File: config.mk
export PLATFORM = sky130hd
export DESIGN_NAME = bounded_step_counter_flat
export DESIGN_NICKNAME = d
export VERILOG_FILES = /design/src/rtl/bounded_step_counter_if.sv /design/src/rtl/bounded_step_counter.sv /design/src/flat_wrapper.sv
export SDC_FILE = /design/constraint.sdc
export NUM_CORES = 1
export LEC_CHECK = 0
export ABC_AREA = 1
export CAP_MARGIN = 10
export CELL_PAD_IN_SITES_DETAIL_PLACEMENT = 0
export CELL_PAD_IN_SITES_GLOBAL_PLACEMENT = 2
export CORE_MARGIN = 8
export CORE_UTILIZATION = 30
export DETAILED_ROUTE_END_ITERATION = 8
export PLACE_DENSITY = 0.93
export SETUP_SLACK_MARGIN = 0.1
export SLEW_MARGIN = 40
export SYNTH_ARGS = -nofsm -noshare
export SYNTH_HDL_FRONTEND = slang
export SYNTH_SLANG_ARGS = --single-unit
File: constraint.sdc
create_clock -name clk_i -period 5.2 [get_ports clk_i]
set_input_delay 1.56 -clock clk_i [delete_from_list [all_inputs] [get_ports clk_i]]
set_output_delay 1.56 -clock clk_i [all_outputs]
set_load 0.005 [all_outputs]
File: src/rtl/bounded_step_counter_if.sv
// rtl/bounded_step_counter_if.sv - control/status bundle for bounded_step_counter (wrap_count present when COUNTER_WRAP_CNT_EN is defined)
interface bounded_step_counter_if #(
  parameter int COUNTER_WIDTH = 8,
  parameter int STEP_WIDTH    = 4
);
  logic                     start;
  logic                     stop;
  logic                     enable;
  logic                     load;
  logic [COUNTER_WIDTH-1:0] load_value;
  logic                     up_down;
  logic [1:0]               mode;
  logic [COUNTER_WIDTH-1:0] min_count;
  logic [COUNTER_WIDTH-1:0] max_count;
  logic [STEP_WIDTH-1:0]    step;
  logic [COUNTER_WIDTH-1:0] count_out;
  logic                     dir_out;
  logic                     busy;
  logic                     at_bound;
  logic                     done;
  logic                     cfg_err;
`ifdef COUNTER_WRAP_CNT_EN
  logic [15:0]              wrap_count;
`endif

  modport master (
    output start, stop, enable, load, load_value, up_down, mode,
           min_count, max_count, step,
`ifdef COUNTER_WRAP_CNT_EN
    input  wrap_count,
`endif
    input  count_out, dir_out, busy, at_bound, done, cfg_err
  );

  modport slave (
    input  start, stop, enable, load, load_value, up_down, mode,
           min_count, max_count, step,
`ifdef COUNTER_WRAP_CNT_EN
    output wrap_count,
`endif
    output count_out, dir_out, busy, at_bound, done, cfg_err
  );
endinterface

File: src/rtl/bounded_step_counter.sv
// rtl/bounded_step_counter.sv - bounded up/down step counter with wrap/saturate/one-shot/bounce modes; optional wrap_count via COUNTER_WRAP_CNT_EN
module bounded_step_counter #(
  parameter int COUNTER_WIDTH = 8,
  parameter int STEP_WIDTH    = 4
) (
  input logic                    clk_i,
  input logic                    reset_i,
  bounded_step_counter_if.slave  bus
);

  localparam int CW = COUNTER_WIDTH;

  localparam logic [1:0] MODE_WRAP    = 2'd0;
  localparam logic [1:0] MODE_SAT     = 2'd1;
  localparam logic [1:0] MODE_ONESHOT = 2'd2;
  localparam logic [1:0] MODE_BOUNCE  = 2'd3;

  typedef enum logic [1:0] {
    ST_IDLE = 2'd0,
    ST_RUN  = 2'd1,
    ST_HALT = 2'd2
  } state_t;

  state_t        state_q, state_d;
  logic [CW-1:0] count_q, count_d;
  logic          dir_q, dir_d;
  logic          done_q, done_d;

  logic          cfg_err;
  logic [CW-1:0] term_bound;
  logic [CW-1:0] far_bound;
  logic          at_term;
  logic          step_ok;
  logic          start_go;
  logic          term_evt;
  logic [CW:0]   step_ext;

  assign cfg_err    = bus.min_count > bus.max_count;
  assign term_bound = dir_q ? bus.max_count : bus.min_count;
  assign far_bound  = dir_q ? bus.min_count : bus.max_count;
  assign at_term    = (count_q == term_bound);
  assign step_ext   = {{(CW + 1 - STEP_WIDTH){1'b0}}, bus.step};
  assign step_ok    = (state_q == ST_RUN) && bus.enable && !cfg_err && (bus.step != '0);
  assign start_go   = !bus.load && !bus.stop && bus.start;

  // One step toward bound in CW+1 bits; reaching or passing the bound lands exactly on it,
  // so the count never crosses the numeric 0 / 2^CW boundary.
  function automatic logic [CW-1:0] move_clamped(input logic [CW-1:0] cur,
                                                 input logic          up,
                                                 input logic [CW-1:0] bound,
                                                 input logic [CW:0]   stp);
    logic [CW:0] cur_x;
    logic [CW:0] bnd_x;
    logic [CW:0] nxt_x;
    cur_x = {1'b0, cur};
    bnd_x = {1'b0, bound};
    if (up) begin
      nxt_x = cur_x + stp;
      if (nxt_x >= bnd_x) nxt_x = bnd_x;
    end else begin
      if (cur_x <= bnd_x + stp) nxt_x = bnd_x;
      else                      nxt_x = cur_x - stp;
    end
    return nxt_x[CW-1:0];
  endfunction

  // State register
  always_ff @(posedge clk_i or posedge reset_i) begin
    if (reset_i) state_q <= ST_IDLE;
    else         state_q <= state_d;
  end

  // Next-state logic: load freezes the state, then stop, start, one-shot terminal event
  always_comb begin
    state_d = state_q;
    if (bus.load) begin
      state_d = state_q;
    end else if (bus.stop) begin
      state_d = ST_IDLE;
    end else if (bus.start) begin
      state_d = ST_RUN;
    end else if (term_evt && (bus.mode == MODE_ONESHOT)) begin
      state_d = ST_HALT;
    end
  end

  // Outputs derived from state and datapath registers
  always_comb begin
    bus.busy      = (state_q == ST_RUN);
    bus.count_out = count_q;
    bus.dir_out   = dir_q;
    bus.done      = done_q;
    bus.at_bound  = at_term;
    bus.cfg_err   = cfg_err;
  end

  // Datapath next values: count, direction and terminal-event detection
  always_comb begin
    count_d  = count_q;
    dir_d    = dir_q;
    term_evt = 1'b0;
    if (bus.load) begin
      count_d = bus.load_value;
    end else if (bus.stop) begin
      count_d = count_q;
    end else if (bus.start) begin
      dir_d   = bus.up_down;
      count_d = bus.up_down ? bus.min_count : bus.max_count;
    end else if (step_ok) begin
      if (at_term) begin
        // End-of-range: one-shot cannot normally get here; it simply holds like saturate
        case (bus.mode)
          MODE_WRAP:   count_d = far_bound;
          MODE_BOUNCE: begin
            dir_d   = ~dir_q;
            count_d = move_clamped(count_q, ~dir_q, far_bound, step_ext);
          end
          default:     count_d = count_q;
        endcase
      end else begin
        count_d  = move_clamped(count_q, dir_q, term_bound, step_ext);
        term_evt = (count_d == term_bound);
      end
    end
  end

  assign done_d = term_evt;

  // Datapath registers
  always_ff @(posedge clk_i or posedge reset_i) begin
    if (reset_i) begin
      count_q <= '0;
      dir_q   <= 1'b1;
      done_q  <= 1'b0;
    end else begin
      count_q <= count_d;
      dir_q   <= dir_d;
      done_q  <= done_d;
    end
  end

`ifdef COUNTER_WRAP_CNT_EN
  logic [15:0] wrap_cnt_q, wrap_cnt_d;
  logic        lap_evt;

  assign lap_evt = !bus.load && !bus.stop && !bus.start && step_ok && at_term &&
                   ((bus.mode == MODE_WRAP) || (bus.mode == MODE_BOUNCE));

  // Lap counter: terminal events plus wrap/bounce end-of-range steps, saturating
  always_comb begin
    wrap_cnt_d = wrap_cnt_q;
    if (start_go) begin
      wrap_cnt_d = '0;
    end else if ((term_evt || lap_evt) && (wrap_cnt_q != 16'hFFFF)) begin
      wrap_cnt_d = wrap_cnt_q + 16'd1;
    end
  end

  // Lap counter register
  always_ff @(posedge clk_i or posedge reset_i) begin
    if (reset_i) wrap_cnt_q <= '0;
    else         wrap_cnt_q <= wrap_cnt_d;
  end

  assign bus.wrap_count = wrap_cnt_q;
`else
  logic unused_start_go;
  assign unused_start_go = start_go;
`endif

endmodule

File: src/flat_wrapper.sv
// flat-port wrapper written by rule: the top's interface ports become plain ports
module bounded_step_counter_flat 
#(
  parameter int COUNTER_WIDTH = 8,
  parameter int STEP_WIDTH    = 4
)
  (clk_i, reset_i, bus_start, bus_stop, bus_enable, bus_load, bus_load_value, bus_up_down, bus_mode, bus_min_count, bus_max_count, bus_step, bus_count_out, bus_dir_out, bus_busy, bus_at_bound, bus_done, bus_cfg_err);
  bounded_step_counter_if #(.COUNTER_WIDTH(COUNTER_WIDTH), .STEP_WIDTH(STEP_WIDTH)) bus_i ();
  input logic clk_i;
  input logic reset_i;
  input wire logic [$bits(bus_i.start)-1:0] bus_start;
  input wire logic [$bits(bus_i.stop)-1:0] bus_stop;
  input wire logic [$bits(bus_i.enable)-1:0] bus_enable;
  input wire logic [$bits(bus_i.load)-1:0] bus_load;
  input wire logic [$bits(bus_i.load_value)-1:0] bus_load_value;
  input wire logic [$bits(bus_i.up_down)-1:0] bus_up_down;
  input wire logic [$bits(bus_i.mode)-1:0] bus_mode;
  input wire logic [$bits(bus_i.min_count)-1:0] bus_min_count;
  input wire logic [$bits(bus_i.max_count)-1:0] bus_max_count;
  input wire logic [$bits(bus_i.step)-1:0] bus_step;
  output wire logic [$bits(bus_i.count_out)-1:0] bus_count_out;
  output wire logic [$bits(bus_i.dir_out)-1:0] bus_dir_out;
  output wire logic [$bits(bus_i.busy)-1:0] bus_busy;
  output wire logic [$bits(bus_i.at_bound)-1:0] bus_at_bound;
  output wire logic [$bits(bus_i.done)-1:0] bus_done;
  output wire logic [$bits(bus_i.cfg_err)-1:0] bus_cfg_err;
  assign bus_i.start = bus_start;
  assign bus_i.stop = bus_stop;
  assign bus_i.enable = bus_enable;
  assign bus_i.load = bus_load;
  assign bus_i.load_value = bus_load_value;
  assign bus_i.up_down = bus_up_down;
  assign bus_i.mode = bus_mode;
  assign bus_i.min_count = bus_min_count;
  assign bus_i.max_count = bus_max_count;
  assign bus_i.step = bus_step;
  assign bus_count_out = bus_i.count_out;
  assign bus_dir_out = bus_i.dir_out;
  assign bus_busy = bus_i.busy;
  assign bus_at_bound = bus_i.at_bound;
  assign bus_done = bus_i.done;
  assign bus_cfg_err = bus_i.cfg_err;
  bounded_step_counter #(.COUNTER_WIDTH(COUNTER_WIDTH), .STEP_WIDTH(STEP_WIDTH)) u_core (.clk_i(clk_i), .reset_i(reset_i), .bus(bus_i));
endmodule
; Word-level counts from Yosys, hierarchy flattened
; Index checks and enable logic that the tools add are counted.
[totals]
output_inout_bits = 13
regBits = 12
[op_classes]
n_addsub = 4
n_bitwise = 3
mux = 32
n_eq_ne = 7
order_cmp = 5
reduce_logical = 15
[ops]
columns = cell, count
row1 = 8-bit two-way mux, 19
row2 = 8-bit by 4-bit adder with 9-bit output, 3
row3 = 9-bit by 8-bit greater-or-equal comparator with 1-bit output, 2
row4 = 8-bit by 9-bit <= comparator with 1-bit output, 2
row5 = 8-bit == test, 2
row6 = 8-bit case mux with 2 select lines, 1
row7 = 1-bit two-way mux, 9
row8 = 8-bit greater-than comparator, 1
row9 = 8-bit by 4-bit subtractor with 8-bit output, 1
row10 = 2-bit two-way mux, 3
row11 = 2-bit nonzero test, 3
row12 = 3-bit nonzero test, 2
row13 = 5-bit by 3-bit != test with 1-bit output (second input constant), 1
row14 = 5-bit AND reduction, 1
row15 = 2-bit == test (second input constant), 2
row16 = 1-bit logical AND, 4
row17 = 4-bit nonzero test, 1
row18 = 1-bit NOT, 3
row19 = 3-bit AND reduction, 1
row20 = 2-bit by 1-bit == test with 1-bit output (second input constant), 1
row21 = 2-bit zero test, 1
row22 = 2-bit by 1-bit != test with 1-bit output (second input constant), 1
row23 = 2-bit AND reduction, 1
row24 = 1-bit zero test, 1

; Longest topological paths before layout
; Gate-level depths: netlist of the first run.
[logic_depth]
word_depth = 20
ltp_mapped = 29
ltp_nobuf = 29

; Worst setup path before layout of the first run
; No wires, ideal clock.
[synth_path]
path_type = input to register
startpoint = input bus_max_count[0]
endpoint = register u_core.state_q[0]
arrival_time_ps = 4903
required_time_ps = 5084
setup_slack_ps = 180
setup_ps = 116
stages = 28
path_cell_list = or2_2 > o21a_1 > ha_1 > fa_1 > a21oi_1 > o21ai_0 > xor2_1 > ha_1 > nand2_1 > nor2_1 > nand2_1 > nand3_1 > nand2_1 > nand2_1 > nand2_1 > nand2_1 > nand2_4 > buf_6 > nand2_1 > nand3_2 > nand2_1 > nand2_1 > nand2_1 > nand2_1 > nor2_1 > nand3_1 > nand2_1 > nand2_1
[synth_via]
elab_chain_len = 19
[synth_rtl]
columns = item, line_no
row1 = "start, declared", flat_wrapper.sv:19  ; input wire logic [$bits(bus_i.max_count)-1:0] bus_max_count;
row2 = 8-bit two-way mux, bounded_step_counter.sv:39  ; assign term_bound = dir_q ? bus.max_count : bus.min_count;
row3 = 8-bit by 4-bit adder with 9-bit output, bounded_step_counter.sv:61  ; if (cur_x <= bnd_x + stp) nxt_x = bnd_x;
row4 = 8-bit by 9-bit <= comparator with 1-bit output, bounded_step_counter.sv:61
row5 = 8-bit two-way mux, bounded_step_counter.sv:61
row6 = 8-bit two-way mux, bounded_step_counter.sv:57  ; if (up) begin
row7 = 8-bit two-way mux, bounded_step_counter.sv:110  ; if (at_term) begin
row8 = 8-bit two-way mux, bounded_step_counter.sv:109  ; end else if (step_ok) begin
row9 = 8-bit two-way mux, bounded_step_counter.sv:106  ; end else if (bus.start) begin
row10 = [3 not listed], --
row11 = 1-bit two-way mux, bounded_step_counter.sv:110
row12 = 1-bit two-way mux *, bounded_step_counter.sv:109
row13 = 1-bit two-way mux *, bounded_step_counter.sv:106
row14 = 1-bit two-way mux *, bounded_step_counter.sv:104  ; end else if (bus.stop) begin
row15 = 1-bit two-way mux *, bounded_step_counter.sv:102  ; if (bus.load) begin
row16 = 1-bit logical AND *, bounded_step_counter.sv:82  ; end else if (term_evt && (bus.mode == MODE_ONESHOT)) begin
row17 = 3-bit nonzero test (no line) *, --
row18 = 2-bit AND reduction (no line) *, --
row19 = "end signal, assigned", bounded_step_counter.sv:70  ; else state_q <= state_d;
row20 = "end, declared", bounded_step_counter.sv:24  ; state_t state_q, state_d;
; Mark *: on every way between the ends. The rest lies on a longest branch, timed or not. The select of a mux whose other input is x is not followed.
; A chain may end at the register's enable or synchronous reset.

; Worst setup path after layout of the first run
[layout_path]
startpoint = input bus_step[0]
endpoint = register u_core.state_q[0]
[layout_via]
elab_chain_len = 18
[layout_rtl]
columns = item, line_no
row1 = "start, declared", flat_wrapper.sv:20  ; input wire logic [$bits(bus_i.step)-1:0] bus_step;
row2 = 8-bit by 4-bit adder with 9-bit output (on tied branches), "bounded_step_counter.sv:61, bounded_step_counter.sv:58"
row3 = 8-bit by 9-bit <= comparator with 1-bit output or 9-bit by 8-bit greater-or-equal comparator with 1-bit output (tied branches), "bounded_step_counter.sv:61, bounded_step_counter.sv:59"
row4 = 8-bit two-way mux (on tied branches), "bounded_step_counter.sv:61, bounded_step_counter.sv:59"
row5 = 8-bit two-way mux, bounded_step_counter.sv:57
row6 = 8-bit two-way mux, bounded_step_counter.sv:110
row7 = 8-bit two-way mux, bounded_step_counter.sv:109
row8 = 8-bit two-way mux, bounded_step_counter.sv:106
row9 = 8-bit two-way mux, bounded_step_counter.sv:104
row10 = [2 not listed], --
row11 = 1-bit two-way mux, bounded_step_counter.sv:110
row12 = 1-bit two-way mux *, bounded_step_counter.sv:109
row13 = 1-bit two-way mux *, bounded_step_counter.sv:106
row14 = 1-bit two-way mux *, bounded_step_counter.sv:104
row15 = 1-bit two-way mux *, bounded_step_counter.sv:102
row16 = 1-bit logical AND *, bounded_step_counter.sv:82
row17 = 3-bit nonzero test (no line) *, --
row18 = 2-bit AND reduction (no line) *, --
; Marks and branches as above.

==> reports/metrics.csv, run 1 <==
metric;value;unit
status;completed;
cts_htree_levels;1;
post-place-ws;-0.454;ns
synthArstFlopShare;100;%
worstSetupStartpointType;input pin;
core_area;12700;um^2
cp_max_fo;6;
clock.fmax;202;MHz
critPathMostFrequentCell;nand2_1;
timing.rr.end;u_core.state_q[0];
holdPathEnd;u_core.state_q[1];
netlist_area;3900;um^2
hold_buffers;0;
first_global_vias;4741;
avgSynthCellArea;5.98;um^2
yosys_register_bits;12;
syn_nets;751;
routabilityCongestion;1.04;
drive_above_1_share;25.5;%
skew;0.00250;ns
synth.area.top_cells;nand2_1, ha_1, nand3_1;
max-slew-margin-rel;56.6;%
fp-row-count;41;
synth_top_area_share;18.9;%
nNetsFinal;901;
drv_cap;0;
tns;0;ns
ios;50;
numCtsBuffers;3;
synthDistinctLibCells;43;
place_hpwl;12800;um
p_total;1970;uW
vias;4965;
min_period;4.96;ns
yosys-top-cells-count;nand2_1, nand3_1, inv_1;
placed_cells;945;
finalHoldViolations;0;
peakVddDrop;0.297;mV
cp_num_buf_inv;4;
die_area;16900;um^2
via_per_inst;5.10;
min-delay-start;u_core.state_q[1];
drtPass1Iterations;6;
diodes;0;
initial_core_util;30.7;%
clock-sinks;12;
netlist_instances;652;
grt_overflow;0;
die_y;130;um
final_antenna_net_count;0;
leakage;0.00295;uW
die_x;130;um
synth_area_leader_cell;nand2_1;
synth_flop_cell;dfrtp_1;
post_drt_wl_per_cell;16.3;um
crit_arrival;5.08;ns
r2r_start;u_core.bus.dir_out;
cts_root_buf;clkbuf_16;
cts_tree;built;
synth.most_common_cell;nand2_1;
r2r_cells;26;
routed_wl;15900;um
slew_violations;0;
drc;0;
path_clk_slew;0.04;ns
timing.final.ws_setup;0.243;ns
required;5.32;ns
path_delay_family;simple AND/OR/NAND/NOR gates;
clock_latency;0.24;ns
dr.first_iter.drc_count;368;
grt_max_degree;29;
stdcell_count;973;
crit_type;in2reg;
syn_to_final_growth;47.2;%
hold_path_depth;2;
rsz0062_at_grt;true;
crit_path_end_kind;register;
clock_path_buffers;2;
grt_pass1_wl;24400;um
tightest_slew;0.649;ns
ys_seq_area_share;7.74;%
yosysWarnings;0;
slowest_stage;clkdlybuf4s50_1;
powerDensity;343;nW/um^2
antenna_found_initial;0;
hold_class;reg2reg;
setup_viol;0;
rrSetupSlack;0.76;ns
synth_edf_count;0;
period_share;95.3;%
grt_usage;18.5;%
crit_path_max_incr_delay;0.42;ns
port_buffers;49;
## metrics by stage
step	hold slack [ns]	instance area [um^2]	utilization, %
6_report	0.519	5740	45.3
5_1_grt	0.539	5740	45.3
4_1_cts	0.529	5460	43.1
3_5_place_dp	0.523	5190	41.0
3_3_place_gp	0.517	5190	41.0
2_1_floorplan	0.504	3900	-
## cell families after synthesis
| kind of cell | count (synthesis) | share of synthesized area, % |
|---|---|---|
| compound gates | 118 | 17.7 |
| xor+xnor | 24 | 5.40 |
| fa+ha+maj | 62 | 20.7 |
| buf+inv | 101 | 11.1 |
| flops | 12 | 7.74 |
| simple gates | 335 | 37.4 |
## how the worst max path moves through the flow
stage / from / endpoint / slack, ns / cells after the start
after floorplan: bus_max_count[0] / u_core.state_q[0] / 0.18 / 28
after global placement: bus_min_count[0] / u_core.bus.count_out[1] / -0.40 / 26
after detailed placement: bus_min_count[0] / u_core.bus.count_out[1] / -0.45 / 26
after CTS: bus_min_count[0] / u_core.state_q[0] / 0.1 / 26
after global routing: bus_step[0] / u_core.state_q[0] / -0.01 / 28
final: bus_step[0] / u_core.state_q[0] / 0.24 / 25
## cell type report
type / instances / area [um^2]
Tap cell: 172 / 215
Timing Repair Buffer: 164 / 1400
Clock buffer: 4 / 88.8
Sequential cell: 12 / 302
Fill cell: 1318 / 6940
Inverter: 81 / 312
Multi-Input combinational cell: 540 / 3420
## cell usage in the layout, fill, tap and decap left out, types with 7 or more instances in the layout
cell,instances
a21oi_1,55
buf_4,111
clkdlybuf4s50_1,41
dfrtp_1,11
ha_1,51
inv_1,69
inv_2,9
nand2_1,185
nand2_2,13
nand3_1,68
nand3_2,13
nor2_1,26
nor2_2,7
o21ai_0,25
o21ai_1,8
xor2_1,20
## per-layer routing
metal | vias up | track usage, % | wire, um | part of all wire (%)
li1 | 2462 | - | - | -
met1 | 2256 | 23.5 | 6840 | 43
met2 | 206 | 31.9 | 7520 | 47
met3 | 41 | 0.490 | 810 | 5.1
met4 | 0 | 8.40 | 712 | 4.5
met5 | - | 0 | 0 | 0
## power breakdown
group          total [uW]  internal (uW)  switching, uW
registers             149            106           43.5
logic                1660            726            938
clock network         152            116           36.6
## registers in the layout, indices dropped and copies added, names as in the netlist
signal and flops:
u_core.bus.count_out 8, u_core.state_q 2, u_core.bus.dir_out 1, u_core.bus.done 1
## timing repair
item	CTS	global route
hold endpoints to repair	0	0
pin swaps	14	29
gates resized for setup	28	56
setup buffers	14	9
gates cloned	1	0
endpoints found under the setup margin	13	12
## worst min-delay path: cells and delay by family (launching register included)
family                 cells  cell delay (ns)
DFF                        1             0.37
buffers and inverters      1             0.07
AOI/OAI and AO/OA          1             0.05
Power figures use the tool's default switching activity.
==> run 2: changes to the inputs <==
- CORE_UTILIZATION: 30 -> 33
- PLACE_DENSITY: 0.93 -> 0.95
- clock period: 5.2 -> 5.9 ns (I/O delays scaled with it)
==> run 2 against run 1 <==
  * Count of clock-buffer cells in the layout did not move
  * Combinational power shrank 25%
  * Highest routed layer unchanged
  * Largest power group unchanged
  * Design area fell by 14%
  * Worst hold slack better by 0.023 ns
  * First-iteration DRC count shrank 12%
  * Total power down 23%
  * Clock skew is 0.0013 ns lower
  * Sequential power is 13% lower
  * Critical endpoint is now bus_cfg_err
  * Clock power shrank 6%
  * Final cell count fell by 9.8%
  * Wire length shrank 3.2%
  * Die area is 8.0% lower
==> reports/metrics.csv, run 2 (synthesis results as in run 1) <==
metric;value;unit;change
status;completed;;
largest_reg_flops;8;;unchanged
drc;0;;unchanged
p_switching;821;uW;-19%
critPathMostFrequentCell;inv_1;;
antenna_found_initial;0;;unchanged
post_drt_wl_per_cell;17.5;um;+7.3%
clockPowerShare;9.4;%;+1.6 points
routed_wl;15400;um;-3.2%
crit_path_max_incr_delay;0.49;ns;+0.07 ns
syn_to_final_growth;26.3;%;
routabilityCongestion;0.964;;-7.8%
initial_core_util;34.0;%;+3.2 points
grt_max_degree;25;;-14%
vias;4546;;-8.4%
crit_type;in2out;;
first_global_vias;4448;;-6.2%
grt_overflow;0;;unchanged
period_share;96.2;%;
leakage;0.00255;uW;-14%
drtPass1Iterations;5;;-1
finalHoldViolations;0;;unchanged
diodes;0;;unchanged
grt_usage;19.1;%;+0.67 points
cts_htree_levels;1;;unchanged
worstSetupStartpointType;input pin;;
ios;50;;unchanged
die_x;125;um;-4.1%
cp_max_fo;3;;-3
clock-sinks;12;;unchanged
required;4.13;ns;-1.19 ns
skew;0.00117;ns;-0.00133 ns
intPower;692;uW;-27%
path_clk_slew;0.05;ns;about the same
final_antenna_net_count;0;;unchanged
clock_path_buffers;2;;unchanged
crit_arrival;3.91;ns;-1.17 ns
fin_hold_ws;0.542;ns;+0.0234 ns
clock.fmax;176;MHz;
dr.first_iter.drc_count;325;;-12%
crit_path_end_kind;primary output;;
slew_violations;0;;unchanged
port_buffers;49;;unchanged
max-slew-margin-rel;54.6;%;-2.0 points
pwr-share-seq;8.6;%;+1.0 points
nNetsFinal;835;;-7.3%
post-place-ws;-0.187;ns;+0.267 ns
powerDensity;307;nW/um^2;-10%
via_per_inst;5.18;;+1.5%
fp-row-count;39;;-4.9%
slowest_stage;clkdlybuf4s50_1;;
layout_common_cells;nand2_1, nand3_1, inv_1;;
drv_cap;0;;unchanged
dpl_cell_area;4800;um^2;-7.5%
cts_root_buf;clkbuf_16;;
numCtsBuffers;3;;unchanged
rsz0062_at_grt;false;;
hold_class;reg2reg;;
core_area;11500;um^2;-9.5%
hold_buffers;0;;unchanged
clock_latency;0.24;ns;about the same
place_hpwl;13000;um;+1.6%
switching_share;54.3;%;+2.5 points
drive_above_1_share;11.8;%;-14 points
p_comb_share;82.0;%;-2.6 points
die_y;125;um;-4.1%
min_period;5.68;ns;
cts_tree;built;;
grt_pass1_wl;24200;um;-0.74%
tightest_slew;0.679;ns;+0.0296 ns
setup_viol;0;;unchanged
postLayoutCellArea;4920;um^2;-14%
peakVddDrop;0.205;mV;-31%
worstPathCellList;clkdlybuf4s50_1 > inv_1 > buf_4 > ha_1 > inv_1 > a21oi_1 > o21ai_0 > nand2_1 > o211ai_1 > nand2_1 > inv_1 > clkdlybuf4s50_1;;
final_common_cell;nand2_1;;
die_area;15500;um^2;-8.0%
timing.final.ws_setup;0.224;ns;-0.0185 ns
-- run 2: cell count changes in the layout (fill, tap and decap cells not counted), sizes merged --
cell and delta:
buf -65, clkdlybuf4s50 +8, dlymetal6s2s -5, dlygate4sd2 -2
clkbuf -1, nand2 -1
-- run 2: power groups by stage --
stage          Combinational (uW)  Sequential (uW)  Clock [uW]
3_5_place_dp                 1210              131           0
5_1_grt                      1400              133         149
3_3_place_gp                 1190              131           0
2_1_floorplan                 810              108           0
6_report                     1240              130         143
4_1_cts                      1210              130         143
-- run 2: path summary, 6_finish.rpt --
check | from | cells after the start | slack [ns] | endpoint
worst max-delay path | bus_min_count[0] | 12 | 0.22 | bus_cfg_err
worst min-delay path | u_core.state_q[1] | 2 | 0.54 | u_core.state_q[1]
worst max register to register | u_core.bus.dir_out | 26 | 1.48 | u_core.state_q[1]
worst min register to register | u_core.state_q[1] | 2 | 0.54 | u_core.state_q[1]
max in group asynchronous | reset_i | 2 | 3.71 | u_core.bus.dir_out
min in group asynchronous | reset_i | 2 | 1.84 | u_core.bus.count_out[2]
-- run 2: cell type report --
class                   count  area, um^2
clock buffers               4        88.8
fillers                  1212        6550
well taps                 143         179
flip-flops and latches     12         302
multi-input cells         539        3180
inverters                  81         309
repair buffers             99         866
-- run 2: repair_timing --
action	4_1_cts	5_1_grt
buffers inserted	0	2
endpoints found under the setup margin	1	10
pin swaps	0	1
gates resized for setup	1	8
-- run 2: per-stage QoR --
step	setup TNS [ns]	cells	utilization, %	power [uW]
2_1_floorplan	0	652	-	918
3_3_place_gp	-0.119	872	41.9	1320
3_5_place_dp	-0.270	872	41.9	1340
4_1_cts	0	876	42.7	1490
5_1_grt	0	878	42.9	1680
6_report	0	878	42.9	1510
-- run 2: metal layers --
layer,vias up,GRT usage [%],routed length [um]
met5,-,0,0
met4,0,6.17,452
met3,30,2.81,917
met2,162,31.9,7080
met1,2028,24.7,6930
li1,2326,-,-
-- run 2: critical path: cells and delay by family --
family / cells / cell delay [ns]
buffers and inverters: 6 / 1.32
AND/OR/NAND/NOR: 2 / 0.25
AO/OA/AOI/OAI: 3 / 0.40
adder cells (fa/ha/maj): 1 / 0.17
==> run 3: changes to the inputs <==
- SETUP_SLACK_MARGIN: 0.1 -> 0.2
- SKIP_CTS_REPAIR_TIMING: not set -> 1
==> run 3 against run 2 <==
  * Global-route usage stayed put
  * Maximum frequency is 1.0% higher
  * Setup slack better by 0.058 ns
  * Sequential cell count unchanged
  * Total power increased by 2.3%
  * Sequential power hardly changed
  * Worst hold slack lost 0.0047 ns
  * Utilization rose by 0.60 points
  * Critical endpoint unchanged
==> reports/metrics.csv, run 3 (synthesis results as in run 1) <==
metric;value;unit;change
status;completed;;
vias;4591;;+0.99%
min_period;5.62;ns;-0.0582 ns
drc;0;;unchanged
dr.first_iter.drc_count;324;;-0.31%
cts_htree_levels;1;;unchanged
placed_cells;872;;unchanged
port_buffers;49;;unchanged
clock_path_buffers;2;;unchanged
diodes;0;;unchanged
path_clk_slew;0.05;ns;about the same
post-place-ws;-0.187;ns;unchanged
syn_to_final_growth;28.1;%;
grt_overflow;0;;unchanged
die_x;125;um;unchanged
stdcell_count;881;;+0.34%
clock_latency;0.24;ns;about the same
crit_type;in2out;;
p_total;1550;uW;+2.3%
grt_usage;19.1;%;unchanged
routed_wl;15600;um;+1.3%
routabilityCongestion;0.964;;unchanged
cp_max_fo;3;;unchanged
numCtsBuffers;3;;unchanged
cts_tree;built;;
clock-sinks;12;;unchanged
finalHoldViolations;0;;unchanged
first_global_vias;4448;;unchanged
place_hpwl;13000;um;unchanged
nNetsFinal;838;;+0.36%
skew;0.00114;ns;-0.0000287 ns
worstSetupStartpointType;input pin;;
cts_root_buf;clkbuf_16;;
initial_core_util;34.0;%;unchanged
core_area;11500;um^2;unchanged
final_antenna_net_count;0;;unchanged
rrSetupSlack;1.47;ns;about the same
largest_reg_flops;8;;unchanged
slew_violations;0;;unchanged
grt_pass1_wl;24200;um;unchanged
crit_path_end_kind;primary output;;
tightest_slew;0.677;ns;-0.00209 ns
drive_above_1_share;13.1;%;+1.3 points
hold_class;reg2reg;;
crit_arrival;3.85;ns;-0.06 ns
die_y;125;um;unchanged
die_area;15500;um^2;unchanged
grt_max_degree;25;;unchanged
final_common_cell;nand2_1;;
layout_common_cells;nand2_1, nand3_1, inv_1;;
dpl_cell_area;4800;um^2;unchanged
antenna_found_initial;0;;unchanged
ios;50;;unchanged
powerDensity;310;nW/um^2;+0.86%
post_drt_wl_per_cell;17.7;um;+0.97%
period_share;95.2;%;-0.99 points
required;4.13;ns;about the same
drtPass1Iterations;6;;+1
timing.final.ws_setup;0.282;ns;+0.0582 ns
setup_viol;0;;unchanged
clock.fmax;178;MHz;+1.0%
leakage;0.00258;uW;+1.2%
via_per_inst;5.21;;+0.65%
peakVddDrop;0.214;mV;+4.1%
max-slew-margin-rel;54.7;%;+0.14 points
rsz0062_at_grt;false;;
drv_cap;0;;unchanged
postLayoutCellArea;4990;um^2;+1.4%
fp-row-count;39;;unchanged
run 3: power by group:
| part | switching [uW] | total (uW) | internal, uW |
|---|---|---|---|
| Combinational | 765 | 1280 | 510 |
| Sequential | 37.6 | 131 | 93.3 |
| Clock | 39.0 | 142 | 103 |
run 3: final timing paths:
path,startpoint,endpoint,depth (start not counted)
setup reg to reg,u_core.bus.dir_out,u_core.state_q[0],23
max in group asynchronous,reset_i,u_core.bus.dir_out,2
hold reg to reg,u_core.state_q[1],u_core.state_q[1],2
setup / recovery,bus_min_count[0],bus_cfg_err,12
min in group asynchronous,reset_i,u_core.state_q[1],2
hold / removal,u_core.state_q[1],u_core.state_q[1],2
run 3: final cells by class:
cell class              count  area (um^2)
clock buffers               4         88.8
fillers                  1212         6480
inverters                  81          309
multi-input cells         540         3220
flip-flops and latches     12          302
well taps                 143          179
repair buffers            101          891
run 3: metrics by stage:
step | setup TNS, ns | util (%) | hold slack [ns]
after floorplan | 0 | - | 0.504
after global placement | -0.119 | 41.9 | 0.518
after detailed placement | -0.270 | 41.9 | 0.530
after CTS | 0 | 42.7 | 0.537
after global routing | 0 | 43.5 | 0.584
final | 0 | 43.5 | 0.538
run 3: critical path, cell delays in order:
cell and delay, ns:
clkdlybuf4s50_1 0.49, inv_1 0.06, buf_4 0.14, ha_1 0.17
inv_1 0.05, a21oi_1 0.05, o21ai_0 0.22, nand2_1 0.10
o211ai_1 0.13, nand2_1 0.11, inv_1 0.07, clkdlybuf4s50_1 0.49
run 3: routing by layer:
metal | GRT usage (%) | vias up | routed length, um | share of wire, %
li1 | - | 2337 | - | -
met1 | 24.7 | 2088 | 7090 | 46
met2 | 31.9 | 138 | 7230 | 46
met3 | 2.81 | 28 | 807 | 5.2
met4 | 6.17 | 0 | 450 | 2.9
met5 | 0 | - | 0 | 0
